`src/rtl/vga_pkg.sv`:
```
// vga_pkg: shared definitions for the VGA timing bus.
// Holds the 800x600@60 default mode, the counter type, the colour-bar table
// used by the optional test pattern (VGA_TEST_PATTERN_EN), and a small
// window helper shared by the axis counters.
package vga_pkg;

  // Default mode: 800x600@60 (40 MHz pixel clock)
  localparam int   VGA_CNT_W    = 11;
  localparam int   VGA_RGB_W    = 12;
  localparam int   VGA_H_ACTIVE = 800;
  localparam int   VGA_H_FP     = 40;
  localparam int   VGA_H_SYNC   = 128;
  localparam int   VGA_H_BP     = 88;
  localparam int   VGA_V_ACTIVE = 600;
  localparam int   VGA_V_FP     = 1;
  localparam int   VGA_V_SYNC   = 4;
  localparam int   VGA_V_BP     = 23;
  localparam logic VGA_HS_POL   = 1'b1;
  localparam logic VGA_VS_POL   = 1'b1;

  typedef logic [10:0] vga_cnt_t;

  // Colour bars, 4:4:4 with red in the top nibble. Every channel is either
  // fully on or fully off, so widening to another RGB width only needs the
  // top bit of each nibble.
  localparam logic [11:0] VGA_BAR_TABLE [8] = '{
    12'hFFF,  // white
    12'hFF0,  // yellow
    12'h0FF,  // cyan
    12'h0F0,  // green
    12'hF0F,  // magenta
    12'hF00,  // red
    12'h00F,  // blue
    12'h000   // black
  };

  // True when pos lies in the half-open window [lo, hi)
  function automatic logic vga_in_win(input int pos, input int lo, input int hi);
    return (pos >= lo) && (pos < hi);
  endfunction

endpackage

```
`src/rtl/vga_axis_cnt.sv`:
```
// vga_axis_cnt: one timing axis (horizontal or vertical).
// Counts 0..TOTAL-1 on step, and registers sync/blank from the next count so
// the flags always match the count they are presented with.
// wrap is combinational: high while the count sits on its last position.
module vga_axis_cnt
  import vga_pkg::*;
#(
  parameter int   CNT_W  = VGA_CNT_W,
  parameter int   ACTIVE = VGA_H_ACTIVE,
  parameter int   FP     = VGA_H_FP,
  parameter int   SYNC   = VGA_H_SYNC,
  parameter int   BP     = VGA_H_BP,
  parameter logic POL    = 1'b1
) (
  input  logic             clk,
  input  logic             rst,
  input  logic             step,
  output logic [CNT_W-1:0] count,
  output logic             sync,
  output logic             blnk,
  output logic             wrap
);

  localparam int TOTAL   = ACTIVE + FP + SYNC + BP;
  localparam int SYNC_LO = ACTIVE + FP;
  localparam int SYNC_HI = ACTIVE + FP + SYNC;

  logic [CNT_W-1:0] count_nxt;

  assign wrap = (count == CNT_W'(TOTAL - 1));

  // Next position: advance on step, fold back to 0 after the last position
  always_comb begin
    count_nxt = count;
    if (step) count_nxt = wrap ? '0 : count + 1'b1;
  end

  // Count and flags share one register stage, flags decoded from count_nxt
  always_ff @(posedge clk or posedge rst) begin
    if (rst) begin
      count <= '0;
      blnk  <= 1'b0;
      sync  <= ~POL;
    end else begin
      count <= count_nxt;
      blnk  <= (int'(count_nxt) >= ACTIVE);
      sync  <= vga_in_win(int'(count_nxt), SYNC_LO, SYNC_HI) ? POL : ~POL;
    end
  end

endmodule

```
`src/rtl/vga_timing_gen.sv`:
```
// vga_timing_gen: parametrised VGA timing generator at the head of the
// display pipeline. Advances one pixel per clk where pix_en=1; all bus
// outputs are registered and mutually aligned.
// Optional feature macro: VGA_TEST_PATTERN_EN -- when defined, rgb carries
// 8 vertical colour bars in the active area; otherwise rgb is constant 0.
module vga_timing_gen
  import vga_pkg::*;
#(
  parameter int   CNT_W    = VGA_CNT_W,
  parameter int   RGB_W    = VGA_RGB_W,
  parameter int   H_ACTIVE = VGA_H_ACTIVE,
  parameter int   H_FP     = VGA_H_FP,
  parameter int   H_SYNC   = VGA_H_SYNC,
  parameter int   H_BP     = VGA_H_BP,
  parameter int   V_ACTIVE = VGA_V_ACTIVE,
  parameter int   V_FP     = VGA_V_FP,
  parameter int   V_SYNC   = VGA_V_SYNC,
  parameter int   V_BP     = VGA_V_BP,
  parameter logic HS_POL   = VGA_HS_POL,
  parameter logic VS_POL   = VGA_VS_POL
) (
  input  logic             clk,
  input  logic             rst,
  input  logic             pix_en,
  output logic [CNT_W-1:0] hcount,
  output logic             hsync,
  output logic             hblnk,
  output logic [CNT_W-1:0] vcount,
  output logic             vsync,
  output logic             vblnk,
  output logic [RGB_W-1:0] rgb,
  output logic             frame_start
);

  localparam int H_TOTAL = H_ACTIVE + H_FP + H_SYNC + H_BP;
  localparam int V_TOTAL = V_ACTIVE + V_FP + V_SYNC + V_BP;

  // A mode that does not fit the counters would silently alias
  if (H_TOTAL > (1 << CNT_W)) begin : g_h_range
    $fatal(1, "vga_timing_gen: H_TOTAL does not fit in CNT_W bits");
  end
  if (V_TOTAL > (1 << CNT_W)) begin : g_v_range
    $fatal(1, "vga_timing_gen: V_TOTAL does not fit in CNT_W bits");
  end

  logic h_wrap;
  logic v_wrap;
  logic v_step;

  // The vertical axis moves one line each time the horizontal axis folds
  assign v_step = pix_en & h_wrap;

  vga_axis_cnt #(
    .CNT_W (CNT_W),
    .ACTIVE(H_ACTIVE),
    .FP    (H_FP),
    .SYNC  (H_SYNC),
    .BP    (H_BP),
    .POL   (HS_POL)
  ) u_h (
    .clk  (clk),
    .rst  (rst),
    .step (pix_en),
    .count(hcount),
    .sync (hsync),
    .blnk (hblnk),
    .wrap (h_wrap)
  );

  vga_axis_cnt #(
    .CNT_W (CNT_W),
    .ACTIVE(V_ACTIVE),
    .FP    (V_FP),
    .SYNC  (V_SYNC),
    .BP    (V_BP),
    .POL   (VS_POL)
  ) u_v (
    .clk  (clk),
    .rst  (rst),
    .step (v_step),
    .count(vcount),
    .sync (vsync),
    .blnk (vblnk),
    .wrap (v_wrap)
  );

  // Pulse in the cycle the bus lands on (0,0) through the frame wrap;
  // leaving reset is not a wrap, so it never fires there
  always_ff @(posedge clk or posedge rst) begin
    if (rst) frame_start <= 1'b0;
    else     frame_start <= pix_en & h_wrap & v_wrap;
  end

`ifdef VGA_TEST_PATTERN_EN

  localparam int CW      = RGB_W / 3;
  localparam int BAR_PIX = (H_ACTIVE / 8 > 0) ? H_ACTIVE / 8 : 1;

  logic [CNT_W-1:0] h_nxt;
  logic [CNT_W-1:0] v_nxt;
  logic [RGB_W-1:0] rgb_nxt;
  logic [2:0]       bar_idx;
  int               bar_q;

  // Widen a full-on/full-off 4:4:4 entry to RGB_W, leftover LSBs stay 0
  function automatic logic [RGB_W-1:0] scale_bar(input logic [11:0] c);
    logic [RGB_W-1:0] r;
    r = '0;
    for (int ch = 0; ch < 3; ch++)
      for (int b = 0; b < CW; b++)
        r[ch*CW + b] = c[ch*4 + 3];
    return r;
  endfunction

  // Next position of the bus, so the colour is registered together with
  // the counters instead of trailing them by a cycle
  always_comb begin
    h_nxt = hcount;
    v_nxt = vcount;
    if (pix_en) begin
      h_nxt = h_wrap ? '0 : hcount + 1'b1;
      if (h_wrap) v_nxt = v_wrap ? '0 : vcount + 1'b1;
    end
  end

  // Bar lookup; a ragged remainder past the 8th bar reuses the last colour
  always_comb begin
    rgb_nxt = '0;
    bar_q   = int'(h_nxt) / BAR_PIX;
    bar_idx = (bar_q > 7) ? 3'd7 : 3'(bar_q);
    if ((int'(h_nxt) < H_ACTIVE) && (int'(v_nxt) < V_ACTIVE))
      rgb_nxt = scale_bar(VGA_BAR_TABLE[bar_idx]);
  end

  // Colour register, blank outside the active area
  always_ff @(posedge clk or posedge rst) begin
    if (rst) rgb <= '0;
    else     rgb <= rgb_nxt;
  end

`else

  // Image is painted by downstream stages
  assign rgb = '0;

`endif

endmodule

```
`config.mk`:
```
export PLATFORM = sky130hd
export DESIGN_NAME = vga_timing_gen
export DESIGN_NICKNAME = d
export VERILOG_FILES = /design/src/rtl/vga_pkg.sv /design/src/rtl/vga_axis_cnt.sv /design/src/rtl/vga_timing_gen.sv
export SDC_FILE = /design/constraint.sdc
export NUM_CORES = 1
export LEC_CHECK = 0
export ABC_AREA = 1
export BUFFER_PORTS_ARGS = -buffer_cell sky130_fd_sc_hd__buf_2
export CORE_MARGIN = 5
export CORE_UTILIZATION = 58
export CTS_CLUSTER_SIZE = 24
export DETAILED_ROUTE_END_ITERATION = 16
export PLACE_DENSITY_LB_ADDON = 0.05
export SYNTH_ARGS = -nofsm -noshare
export SYNTH_HDL_FRONTEND = slang
export SYNTH_SLANG_ARGS = --single-unit
```
`constraint.sdc`:
```
create_clock -name clk -period 2.7 [get_ports clk]
set_input_delay 0.54 -clock clk [delete_from_list [all_inputs] [get_ports clk]]
set_output_delay 0.54 -clock clk [all_outputs]
set_load 0.02 [all_outputs]
```
==> flow_summary.json <==
{
  "avgViaCountPerCell": 4.891,
  "clock-root-buffer": "clkbuf_4",
  "required_ns": 3.00,
  "hp-class": "input port to async pin",
  "routed_wl_um": 3662,
  "syn_area_per_cell_um2": 7.150,
  "grt_antenna_before_repair": 0,
  "cp-start-kind": "flop",
  "peakVddDrop_v": 0.0005901,
  "p_per_area_nw_per_um2": 628.5,
  "synth_edf_count": 0,
  "clock_skew_ns": 0.01020,
  "wl_met1_um": 1934,
  "dpl.hpwl_um": 2734,
  "grt_pass1_vias": 1300,
  "clkLatencyLatePin_ns": 0.36,
  "period_share_pct": 75.40,
  "grt_use_total_pct": 18.14,
  "post_cts_resized": 0,
  "grt_start_max_net_pins": 28,
  "core-area_um2": 3003,
  "yosys_warnings": 0,
  "max_clock_freq_ghz": 0.4912,
  "cts_hold_buf": 0,
  "ys_seq_area_share_pct": 37.95,
  "row_count": 20,
  "cp_slowest_cell": "dfrtp_1",
  "die_y_um": 65.41,
  "avgRoutedWirePerCell_um": 11.74,
  "arrival_ns": 2.34,
  "worst_hold_slack_ns": 0.2111,
  "wl_met3_um": 178,
  "die_w_um": 65.41,
  "max_cap_viol_count": 0,
  "ys_types": 29,
  "tns_ns": 0,
  "p_leak_uw": 0.001105,
  "drive_gt1_share_pct": 20.43,
  "worstPathCellList": "ha_1, nand3_1, inv_1, nand3_4, inv_4, nand2_1, nand2_1, inv_1, nand2_1, nand2_1, a21oi_1, nand2_1, nor2_1",
  "drt_iter0_markers": 86,
  "start_util_pct": 59.29,
  "io_buffers": 29,
  "ys_ff_latch": 27,
  "placed_cell_area_um2": 1892,
  "firstDrtPassIters": 4,
  "max_stage_delay_ns": 0.46,
  "finalWorstSetupSlack_ns": 0.6641,
  "dieArea_um2": 4278,
  "cts_setup_buffers": 0,
  "timing.critical_path.to_type": "flop",
  "cts_buffers": 3,
  "final_area_um2": 1923,
  "layout.nets": 285,
  "grt_pass1_wl_um": 5954,
  "drc": 0,
  "ant_nets": 0,
  "ys.flop_type": "dfrtp_1",
  "cts.clk_slew.worst_paths_ns": 0.17,
  "rsz0062_at_grt": "no",
  "top_layer": "met4",
  "setup_violations": 0,
  "path_delay_family": "simple AND/OR/NAND/NOR gates",
  "final.min_clock_period_ns": 2.036,
  "htreeDepth": 1,
  "clock-sinks": 27,
  "syn-cell-area_um2": 1780,
  "globalRouteOverflowTotal": 0,
  "crit_path_frequent_cell": "nand2_1",
  "areaGrowthSynthToFinish_pct": 8.011,
  "hold_viol": 0,
  "clock_path_buffers": 2,
  "ios": 42,
  "wl_met2_um": 1485,
  "slew_violations": 0,
  "critPathBufInv": 3,
  "status": "completed",
  "tritoncts": "yes",
  "crit_type": "flop to flop",
  "worst-path-max-fanout": 19,
  "place.gp.congestion": 0.7894,
  "postSynthCellCount": 249,
  "vias": 1526,
  "place_ws_ns": 0.6382,
  "diodes": 0,
  "synthArstFlopShare_pct": 100.0
}
==> path summary, 6_finish.rpt <==
path | startpoint | endpoint | slack (ns) | cells past startpoint
hold reg to reg | u_v.count[0]$_DFF_PP0_ | u_v.count[0]$_DFF_PP0_ | 0.63 | 2
setup reg to reg | u_h.count[0]$_DFF_PP0_ | u_v.sync$_DFF_PP0_ | 0.66 | 13
hold / removal | rst | u_h.count[0]$_DFF_PP0_ | 0.21 | 3
setup / recovery | u_h.count[0]$_DFF_PP0_ | u_v.sync$_DFF_PP0_ | 0.66 | 13
max in group asynchronous | rst | u_v.count[7]$_DFF_PP0_ | 2.22 | 3
min in group clk | pix_en | u_h.count[0]$_DFF_PP0_ | 0.53 | 4
==> stage by stage <==
step	power, uW	utilization [%]	cells
2_1_floorplan	899.4	-	260
3_3_place_gp	1006	63.00	308
3_5_place_dp	1012	63.00	308
4_1_cts	1217	64.04	312
5_1_grt	1300	64.04	312
6_report	1209	64.04	312
==> layer usage <==
layer	up-vias	track usage [%]
li1	800	-
met1	677	27.87
met2	43	24.27
met3	6	3.077
met4	0	8.549
met5	-	0
==> cell usage after synthesis, types with 2 or more instances <==
cell type	instances	area, um^2
nand2_1	78	292.8
nand2_2	7	43.79
ha_1	2	25.02
nand3b_1	2	15.01
nand3_1	20	100.1
nand3_2	3	30.03
buf_4	13	97.59
inv_1	33	123.9
a21oi_1	4	20.02
dfrtp_1	27	675.7
nor3_1	3	15.01
xor2_1	6	52.55
nor2_1	27	101.4
o21ai_0	2	10.01
nor2_4	4	45.04
or2_2	4	25.02
inv_2	2	7.510
==> placed cells by master, fill, tap and decap left out, drive strengths merged <==
cell type / n
nand3b: 2
xor2: 6
nand3: 24
a21boi: 1
conb: 12
or2: 4
o211ai: 1
o21a: 1
ha: 2
nand4: 1
nand2: 85
inv: 37
a21oi: 4
nor2: 32
a31oi: 1
dfrtp: 27
buf: 30
nor3: 3
clkbuf: 3
o21ai: 3
==> where the power goes <==
group	internal, uW	switching (uW)	total [uW]
combinational	150	300	451
sequential	470	83.2	553
clock	60.9	144	205
==> logic make-up (layout without fill, tap and decap cells) <==
| kind of cell | after synthesis | after routing | share of synthesized area [%] |
|---|---|---|---|
| XOR/XNOR | 6 | 6 | 2.951 |
| adder cells (fa/ha/maj) | 2 | 2 | 1.405 |
| buffers and inverters | 51 | 70 | 14.69 |
| flip-flops | 27 | 27 | 37.95 |
| other | 1 | 12 | 0.2106 |
| AO/OA/AOI/OAI | 11 | 11 | 3.584 |
| AND/OR/NAND/NOR | 151 | 151 | 39.21 |
==> final cells by class <==
class | count | area, um^2
inverter | 36 | 137.6
timing repair buffer | 30 | 152.6
tap | 33 | 41.29
clock buffer | 3 | 22.52
multi-input combinational | 182 | 884.6
clock inverter | 1 | 8.758
fill | 284 | 1080
sequential | 27 | 675.6
==> registers in the layout (all words and copies together) (netlist names) <==
register     cells
u_h.blnk         1
u_h.sync         1
u_v.blnk         1
u_h.count       11
u_v.count       11
frame_start      1
u_v.sync         1
==> worst min-delay path, stage by stage <==
cell   delay, ns
buf_2       0.10
inv_1       0.04
buf_4       0.32
Note: power is estimated with default switching activity, not from simulation.
